`src/rtl/fetch_branch_unit_if.sv`:
```
// Fetch/branch unit bus: memory port, IR/decoder hand-off, controller handshake and status.
// Perf counter signals exist only when FETCH_PERF_EN is defined.
interface fetch_branch_unit_if #(
  parameter int unsigned PC_W = 9
);
  logic [15:0]     mem_rdata;
  logic [PC_W-1:0] mem_addr;
  logic            mem_rd;
  logic [15:0]     ir_out;
  logic            ir_valid;
  logic            exec_done;
  logic [2:0]      cond;
  logic [15:0]     sximm8;
  logic            N;
  logic            V;
  logic            Z;
  logic [PC_W-1:0] pc;
  logic            halted;
`ifdef FETCH_PERF_EN
  logic [15:0]     instr_count;
  logic [15:0]     taken_count;
`endif

  modport master (
    input  mem_rdata, exec_done, cond, sximm8, N, V, Z,
`ifdef FETCH_PERF_EN
    output instr_count, taken_count,
`endif
    output mem_addr, mem_rd, ir_out, ir_valid, pc, halted
  );

  modport slave (
    output mem_rdata, exec_done, cond, sximm8, N, V, Z,
`ifdef FETCH_PERF_EN
    input  instr_count, taken_count,
`endif
    input  mem_addr, mem_rd, ir_out, ir_valid, pc, halted
  );
endinterface

```
`src/rtl/fetch_branch_unit.sv`:
```
// CPU front end: owns PC and IR, fetches from sync-read memory, resolves branches locally.
// Optional saturating perf counters (instr_count, taken_count) under FETCH_PERF_EN.
module fetch_branch_unit #(
  parameter int unsigned PC_W     = 9,
  parameter int unsigned RESET_PC = 0
) (
  input  logic                 clk,
  input  logic                 reset,
  fetch_branch_unit_if.master  bus
);

  typedef enum logic [2:0] {StRst, StIf1, StIf2, StUpd, StExec, StHalt} state_e;

  localparam logic [2:0] OpBranch = 3'b001;
  localparam logic [2:0] OpHalt   = 3'b111;

  state_e          state_q, state_d;
  logic [PC_W-1:0] pc_q, pc_d;
  logic [15:0]     ir_q, ir_d;
  logic            ir_valid_q, ir_valid_d;
  logic            mem_rd_q, mem_rd_d;
  logic            halted_q, halted_d;

  logic        is_branch, is_halt, taken, nv_lt;
  logic [15:0] br_target;

  assign is_branch = (ir_q[15:13] == OpBranch);
  assign is_halt   = (ir_q[15:13] == OpHalt);
  assign nv_lt     = bus.N ^ bus.V;
  // Full 16-bit add, truncated to PC_W below, so the wrap is modulo 2^PC_W.
  assign br_target = {{(16-PC_W){1'b0}}, pc_q} + bus.sximm8;

  always_comb begin
    taken = 1'b0;
    case (bus.cond)
      3'b000:  taken = 1'b1;
      3'b001:  taken = bus.Z;
      3'b010:  taken = ~bus.Z;
      3'b011:  taken = nv_lt;
      3'b100:  taken = nv_lt | bus.Z;
      default: taken = 1'b0;
    endcase
  end

  always_comb begin
    state_d    = state_q;
    pc_d       = pc_q;
    ir_d       = ir_q;
    ir_valid_d = 1'b0;
    mem_rd_d   = 1'b0;
    halted_d   = halted_q;
    unique case (state_q)
      StRst: begin
        state_d  = StIf1;
        mem_rd_d = 1'b1;
      end
      StIf1: begin
        state_d  = StIf2;
        mem_rd_d = 1'b1;
      end
      StIf2: begin
        ir_d    = bus.mem_rdata;
        state_d = StUpd;
      end
      StUpd: begin
        pc_d       = pc_q + PC_W'(1);
        state_d    = StExec;
        ir_valid_d = ~(is_branch | is_halt);
      end
      StExec: begin
        if (is_branch) begin
          if (taken) pc_d = br_target[PC_W-1:0];
          state_d  = StIf1;
          mem_rd_d = 1'b1;
        end else if (is_halt) begin
          state_d  = StHalt;
          halted_d = 1'b1;
        end else if (bus.exec_done) begin
          state_d  = StIf1;
          mem_rd_d = 1'b1;
        end else begin
          ir_valid_d = 1'b1;
        end
      end
      StHalt: begin
        halted_d = 1'b1;
      end
      default: state_d = StRst;
    endcase
  end

  always_ff @(posedge clk or posedge reset) begin
    if (reset) begin
      state_q    <= StRst;
      pc_q       <= PC_W'(RESET_PC);
      ir_q       <= 16'h0000;
      ir_valid_q <= 1'b0;
      mem_rd_q   <= 1'b0;
      halted_q   <= 1'b0;
    end else begin
      state_q    <= state_d;
      pc_q       <= pc_d;
      ir_q       <= ir_d;
      ir_valid_q <= ir_valid_d;
      mem_rd_q   <= mem_rd_d;
      halted_q   <= halted_d;
    end
  end

  assign bus.mem_addr = pc_q;
  assign bus.pc       = pc_q;
  assign bus.mem_rd   = mem_rd_q;
  assign bus.ir_out   = ir_q;
  assign bus.ir_valid = ir_valid_q;
  assign bus.halted   = halted_q;

`ifdef FETCH_PERF_EN
  logic [15:0] instr_cnt_q, instr_cnt_d;
  logic [15:0] taken_cnt_q, taken_cnt_d;

  always_comb begin
    instr_cnt_d = instr_cnt_q;
    taken_cnt_d = taken_cnt_q;
    if (state_q == StUpd && instr_cnt_q != 16'hFFFF) instr_cnt_d = instr_cnt_q + 16'd1;
    if (state_q == StExec && is_branch && taken && taken_cnt_q != 16'hFFFF) begin
      taken_cnt_d = taken_cnt_q + 16'd1;
    end
  end

  always_ff @(posedge clk or posedge reset) begin
    if (reset) begin
      instr_cnt_q <= 16'h0000;
      taken_cnt_q <= 16'h0000;
    end else begin
      instr_cnt_q <= instr_cnt_d;
      taken_cnt_q <= taken_cnt_d;
    end
  end

  assign bus.instr_count = instr_cnt_q;
  assign bus.taken_count = taken_cnt_q;
`endif

endmodule
```
`src/flat_wrapper.sv`:
```
// flat-port wrapper written by rule: the top's interface ports become plain ports
module fetch_branch_unit_flat 
#(
  parameter int unsigned PC_W     = 9,
  parameter int unsigned RESET_PC = 0
)
  (clk, reset, bus_mem_rdata, bus_exec_done, bus_cond, bus_sximm8, bus_N, bus_V, bus_Z, bus_mem_addr, bus_mem_rd, bus_ir_out, bus_ir_valid, bus_pc, bus_halted);
  fetch_branch_unit_if #(.PC_W(PC_W)) bus_i ();
  input  logic clk;
  input  logic reset;
  input wire logic [$bits(bus_i.mem_rdata)-1:0] bus_mem_rdata;
  input wire logic [$bits(bus_i.exec_done)-1:0] bus_exec_done;
  input wire logic [$bits(bus_i.cond)-1:0] bus_cond;
  input wire logic [$bits(bus_i.sximm8)-1:0] bus_sximm8;
  input wire logic [$bits(bus_i.N)-1:0] bus_N;
  input wire logic [$bits(bus_i.V)-1:0] bus_V;
  input wire logic [$bits(bus_i.Z)-1:0] bus_Z;
  output wire logic [$bits(bus_i.mem_addr)-1:0] bus_mem_addr;
  output wire logic [$bits(bus_i.mem_rd)-1:0] bus_mem_rd;
  output wire logic [$bits(bus_i.ir_out)-1:0] bus_ir_out;
  output wire logic [$bits(bus_i.ir_valid)-1:0] bus_ir_valid;
  output wire logic [$bits(bus_i.pc)-1:0] bus_pc;
  output wire logic [$bits(bus_i.halted)-1:0] bus_halted;
  assign bus_i.mem_rdata = bus_mem_rdata;
  assign bus_i.exec_done = bus_exec_done;
  assign bus_i.cond = bus_cond;
  assign bus_i.sximm8 = bus_sximm8;
  assign bus_i.N = bus_N;
  assign bus_i.V = bus_V;
  assign bus_i.Z = bus_Z;
  assign bus_mem_addr = bus_i.mem_addr;
  assign bus_mem_rd = bus_i.mem_rd;
  assign bus_ir_out = bus_i.ir_out;
  assign bus_ir_valid = bus_i.ir_valid;
  assign bus_pc = bus_i.pc;
  assign bus_halted = bus_i.halted;
  fetch_branch_unit #(.PC_W(PC_W), .RESET_PC(RESET_PC)) u_core (.clk(clk), .reset(reset), .bus(bus_i));
endmodule
```
`config.mk`:
```
export PLATFORM = sky130hd
export DESIGN_NAME = fetch_branch_unit_flat
export DESIGN_NICKNAME = d
export VERILOG_FILES = /design/src/rtl/fetch_branch_unit_if.sv /design/src/rtl/fetch_branch_unit.sv /design/src/flat_wrapper.sv
export SDC_FILE = /design/constraint.sdc
export NUM_CORES = 1
export LEC_CHECK = 0
export ABC_AREA = 1
export CAP_MARGIN = 0
export CORE_ASPECT_RATIO = 1.5
export CORE_MARGIN = 3
export CORE_UTILIZATION = 39
export CTS_BUF_LIST = sky130_fd_sc_hd__clkbuf_16
export CTS_CLUSTER_DIAMETER = 150
export DETAILED_ROUTE_END_ITERATION = 16
export PLACE_DENSITY = 0.84
export SETUP_SLACK_MARGIN = 0.1
export SYNTH_ARGS = -nofsm -noshare
export SYNTH_HDL_FRONTEND = slang
export SYNTH_SLANG_ARGS = --single-unit
```
`constraint.sdc`:
```
create_clock -name clk -period 2.2 [get_ports clk]
set_clock_uncertainty 0.05 [all_clocks]
set_input_delay 0.44 -clock clk [delete_from_list [all_inputs] [get_ports clk]]
set_output_delay 0.44 -clock clk [all_outputs]
set_load 0.1 [all_outputs]
```
[Yosys cells after proc, flatten, opt, wreduce, memory -nomap -nowiden]
Index checks and enable logic that the tools add are counted.
Cells by class
  muxes and demuxes: 19
  add/subtract/negate cells: 2
  bitwise logic cells: 6
  reduce and logical (&&, ||, !) cells: 8
  equality and inequality tests: 16
Operator list (count)
  2-to-1 mux 9 bit: 2
  case mux 3 bit (6 select lines): 1
  case mux 9 bit (2 select lines): 1
  == test 3 x 2 -> 1 bit (second input constant): 4
  == test 3 bit (second input constant): 4
  adder 9 x 1 -> 9 bit (second input constant): 1
  adder 9 bit: 1
  == test 3 x 1 -> 1 bit (second input constant): 3
  2-to-1 mux 3 bit: 3
  2-to-1 mux 1 bit: 8
  logical NOT 3 bit: 2
  inequality test 2 x 1 -> 1 bit (second input constant): 3
  case mux 1 bit (2 select lines): 3
  AND reduction 3 bit: 2
  case mux 1 bit (5 select lines): 1
  inequality test 4 x 2 -> 1 bit (second input constant): 1
  nonzero test 2 bit: 2
  NOT 1 bit: 3
  inequality test 2 bit (second input constant): 1
  OR 1 bit: 2
  AND reduction 2 bit: 1
  OR reduction 2 bit: 1
  XOR 1 bit: 1
Word-level totals
  output and inout bits: 37
  bits in registers: 31
  input bits: 41
  word-level logic and storage cells: 57

[Longest topological paths before layout]
  depth in word-level cells: 6
  depth in mapped cells: 14
  gate-level depth less buffers: 14

[Least setup slack after synthesis]
OpenSTA, ideal clock, no wires.
  kind: flip-flop to flip-flop
  start point: register u_core.state_q[1]
  end point: register u_core.pc_q[8], in the netlist u_core.bus.mem_addr[8]
  buffers on the path: 0
  path slack: -0.025 ns
  period minus slack after synthesis: 2.225 ns
  setup time: 0.121 ns
  arrival: 2.054 ns
  data required time: 2.029 ns
  cell stages (with the launch flop): 14
  cells stage by stage: dfrtp_1 > nor2_4 > nand2_4 > or2_2 > ha_1 > fa_1 > nand3_1 > nand2_1 > nand2_1 > nand2_1 > nand2_1 > nand2_1 > nand2_1 > nand2_1
On the way
  cells in the longest elaborated chain, start to end: 3
  elaborated cells on any way between the ends: 7
  those cells by class: 4 x eq/ne; 1 x mux; 2 x reduce/logical
RTL lines
  start, declared: line fetch_branch_unit.sv:17  | state_e state_q, state_d;
  start signal, assigned: line fetch_branch_unit.sv:94  | state_q <= StRst;
  start signal, assigned: line fetch_branch_unit.sv:101  | state_q <= state_d;
  == test 3 bit or == test 3 x 2 -> 1 bit (tied branches): line fetch_branch_unit.sv:52  | unique case (state_q)
  inequality test 2 x 1 -> 1 bit (no line) or nonzero test 2 bit (tied branches)
  AND reduction 3 bit (no line)
  end signal, assigned: line fetch_branch_unit.sv:95  | pc_q <= PC_W'(RESET_PC);
  end signal, assigned: line fetch_branch_unit.sv:102  | pc_q <= pc_d;
  end, declared: line fetch_branch_unit.sv:18  | logic [PC_W-1:0] pc_q, pc_d;
Parallel ways exist; a longest one is shown, timed or not.
A chain may end at the register's enable or synchronous reset.

[Final worst setup path]
  start point: register u_core.state_q[0]
  end point: register u_core.pc_q[6], in the netlist u_core.bus.mem_addr[6]
Same word-level chain as after synthesis.

==> flow_metrics.py <==
metrics = {
    "status": {
        "status": "completed",
    },
    "yosys": {
        "synth.yosys.seq_area_share_pct": 41.6,
        "netlist_area_um2": 1870,
        "cell_variety_after_synth": 22,
        "post_synth_most_frequent_cells": "58 x sky130_fd_sc_hd__nand2_1, 31 x sky130_fd_sc_hd__dfrtp_1, 30 x sky130_fd_sc_hd__inv_1",
        "synthFlopType": "sky130_fd_sc_hd__dfrtp_1",
        "share_of_the_synthesized_area_in_the_top_cell_type_pct": 41.6,
        "async_reset_ff_share_pct": 100,
        "synth_edf_count": 0,
        "ys_ff_latch": 31,
        "post_synth_main_area_contributors": "sky130_fd_sc_hd__dfrtp_1 42%, sky130_fd_sc_hd__nand2_1 12%, sky130_fd_sc_hd__mux2_2 9.1%",
        "synth_top_cell_by_area": "sky130_fd_sc_hd__dfrtp_1",
        "post-synth-top-count-cell": "sky130_fd_sc_hd__nand2_1",
        "post_synth_inst_count": 214,
        "ys_warn_count": 0,
        "mean_instance_size_in_the_synthesized_netlist_um2": 8.72,
        "net_count_after_synthesis": 264,
    },
    "critical_path": {
        "worst_path_class_setup": "reg2reg",
        "critical_path.reg2reg.startpoint": "u_core.state_q[0]",
        "rr_endpoint": "u_core.bus.mem_addr[6]",
        "r2r_cells": 11,
        "timing.critical_path.from": "u_core.state_q[0]",
        "worstSetupStartpointType": "flop",
        "cp.arrival_ps": 2090,
        "worst_setup_path_end_kind": "flop",
        "rrSetupSlack_ps": 220,
        "crit_path_end": "u_core.bus.mem_addr[6]",
        "worstPathRequired_ps": 2310,
        "critical_path.max_fanout": 4,
    },
    "global_routing": {
        "vias_in_the_first_global_route": 1666,
        "groute.usage.overall_pct": 15.9,
        "global_route_congestion_overflow_total": 0,
        "grt_pass1_wl_um": 7320,
        "grt_max_degree": 32,
        "antenna_found_initial": 0,
    },
    "clock_network": {
        "cts_tree": "done",
        "clockBufferDepth": 2,
        "numClockSinks": 31,
        "cts.htree.levels": 2,
        "clock_slew_at_reported_path_ffs_ps": 50,
        "cts_buffers": 5,
        "root_buffer": "sky130_fd_sc_hd__clkbuf_16",
        "clk-insertion-delay-late_ps": 270,
    },
    "drt": {
        "detail_route.iter0.violations": 40,
        "routed_wire_length_per_instance_um": 12.0,
        "route.vias.total": 1608,
        "postRouteWirelength_um": 4220,
        "ant_nets": 0,
        "detailedRoute.firstPassIterationCount": 4,
        "post-route-drc-count": 0,
        "viasPerCell": 4.57,
    },
    "floorplan": {
        "die_width_um": 62.5,
        "count_of_boundary_i_o_pins": 78,
        "floorplan.die.height_um": 90.7,
        "die-area_um2": 5670,
        "initial_core_util_pct": 40.7,
        "core-area_um2": 4580,
        "row_cnt": 30,
    },
    "run": {
        "cap_viol_max_count": 0,
    },
    "timing": {
        "max_slew_margin_pct": 59.9,
        "final-setup-viol-count": 0,
        "max_clock_freq_ghz": 0.504,
        "fin_crit_sh_pct": 90.2,
        "rsz0062_at_grt": "false",
        "final.hold.worst_slack_ps": 420,
        "finalMaxSlewViolations": 0,
        "worst-slew-pin-transition_ps": 601,
        "finalHoldViolations": 0,
        "final_period_minus_worst_setup_slack_ps": 1980,
    },
    "placement": {
        "post-dp-hpwl_um": 3250,
        "number_of_buffer_cells_added_on_primary_ports": 70,
        "gp_congestion": 0.864,
        "placed_cells": 342,
        "place_area_um2": 2510,
    },
    "cells_and_area": {
        "fin_nets": 337,
        "insertedDiodeCount": 0,
        "final_layout_size_suffix_gt1_share_pct": 29.2,
        "finish.cell_count_without_fillers": 352,
        "postLayoutCellArea_um2": 2700,
        "fillCellCount": 420,
        "flow.area_growth_from_synthesis_pct": 44.5,
    },
    "min_path": {
        "timing.hold.worst.class": "reg2reg",
    },
}
how the worst min path moves through the flow:
stage,startpoint,endpoint,cells after the start
detailed placement,u_core.bus.halted,u_core.bus.halted,2
CTS,u_core.bus.halted,u_core.bus.halted,2
global placement,u_core.bus.halted,u_core.bus.halted,2
global route,u_core.bus.halted,u_core.bus.halted,2
floorplan,reset,u_core.bus.halted,1
finish,u_core.bus.halted,u_core.bus.halted,2
critical path, stage by stage, from the launching register on:
cell                       delay [ps]
sky130_fd_sc_hd__dfrtp_1          400
sky130_fd_sc_hd__nor2_4           150
sky130_fd_sc_hd__nand2_4           50
sky130_fd_sc_hd__or2_4            230
sky130_fd_sc_hd__ha_4             160
sky130_fd_sc_hd__fa_2             360
sky130_fd_sc_hd__nand3_2          100
sky130_fd_sc_hd__nand2_4           70
sky130_fd_sc_hd__nand2_2           80
sky130_fd_sc_hd__nand3b_1          90
sky130_fd_sc_hd__nand3_2           80
sky130_fd_sc_hd__nand2_1           50
registers in the layout, indices dropped and copies added, names as in the netlist:
name and cells:
u_core.bus.halted 1, u_core.bus.ir_out 16, u_core.bus.ir_valid 1, u_core.bus.mem_addr 9, u_core.bus.mem_rd 1, u_core.state_q 3
layout make-up:
type | instances | area [um^2] | area share (%)
inverter | 30 | 113 | 4.18
timing repair buffer | 77 | 661 | 24.5
clock buffer | 5 | 125 | 4.64
multi-input combinational | 142 | 926 | 34.4
sequential | 31 | 778 | 28.9
clock inverter | 3 | 12.5 | 0.464
tap | 64 | 80.1 | 2.97
kinds of logic (layout without fill, tap and decap cells):
family                   count (synthesis)  in the layout  share of synthesized area (%)
AND/OR/NAND/NOR                        104            104                           27.4
buffers and inverters                   41            115                           10.9
flip-flops                              31             31                           41.6
multiplexers                            15             15                           9.05
AO/OA/AOI/OAI                           10             10                           2.82
adder cells (fa/ha/maj)                  9              9                           6.44
XOR/XNOR                                 4              4                           1.88
cell usage in the layout, fill, tap and decap left out:
cell type	synthesis	routed
sky130_fd_sc_hd__ha_1	8	7
sky130_fd_sc_hd__o21a_1	1	1
sky130_fd_sc_hd__buf_4	9	44
sky130_fd_sc_hd__clkdlybuf4s50_1	0	33
sky130_fd_sc_hd__or2_4	0	1
sky130_fd_sc_hd__mux2_2	15	15
sky130_fd_sc_hd__clkinv_2	0	1
sky130_fd_sc_hd__inv_1	30	32
sky130_fd_sc_hd__nand4_1	2	2
sky130_fd_sc_hd__o21ai_0	3	3
sky130_fd_sc_hd__nand3_1	17	16
sky130_fd_sc_hd__xor2_1	3	3
sky130_fd_sc_hd__fa_2	0	1
sky130_fd_sc_hd__nand2_2	0	2
sky130_fd_sc_hd__dfrtp_2	0	2
sky130_fd_sc_hd__nand2_4	2	3
sky130_fd_sc_hd__a21oi_1	6	5
sky130_fd_sc_hd__nand2_1	58	55
sky130_fd_sc_hd__nand3_2	3	4
sky130_fd_sc_hd__nand3b_1	4	4
sky130_fd_sc_hd__ha_4	0	1
sky130_fd_sc_hd__xnor2_1	1	1
sky130_fd_sc_hd__a21oi_2	0	1
sky130_fd_sc_hd__nor2_4	2	2
sky130_fd_sc_hd__nand3_4	2	2
sky130_fd_sc_hd__nor2_1	13	13
sky130_fd_sc_hd__clkbuf_16	0	5
sky130_fd_sc_hd__dfrtp_1	31	29
metrics by stage:
step           setup WS [ps]  setup TNS, ps  utilization [%]
2_1_floorplan            108              0                -
6_report                 217              0             58.9
5_1_grt                 97.8              0             58.9
4_1_cts                  105              0             58.0
3_5_place_dp            -142           -353             54.8
3_3_place_gp            -104           -253             54.8
layer usage:
metal | up-vias | wire length [um] | track usage, %
li1 | 815 | - | -
met1 | 737 | 1510 | 15.5
met2 | 46 | 2400 | 31.1
met3 | 10 | 229 | 4.23
met4 | 0 | 82 | 5.71
met5 | - | 0 | 0
repair_timing:
| action | in CTS | in global routing |
|---|---|---|
| hold buffers | 0 | 0 |
| pin swaps | 1 | 3 |
| endpoints found under the setup margin | 1 | 3 |
| gates resized for setup | 0 | 7 |
| setup buffers | 1 | 1 |
Power is left out: the tool's default activity adds up to more than one toggle a clock period on the data nets, which glitch-free logic cannot reach.
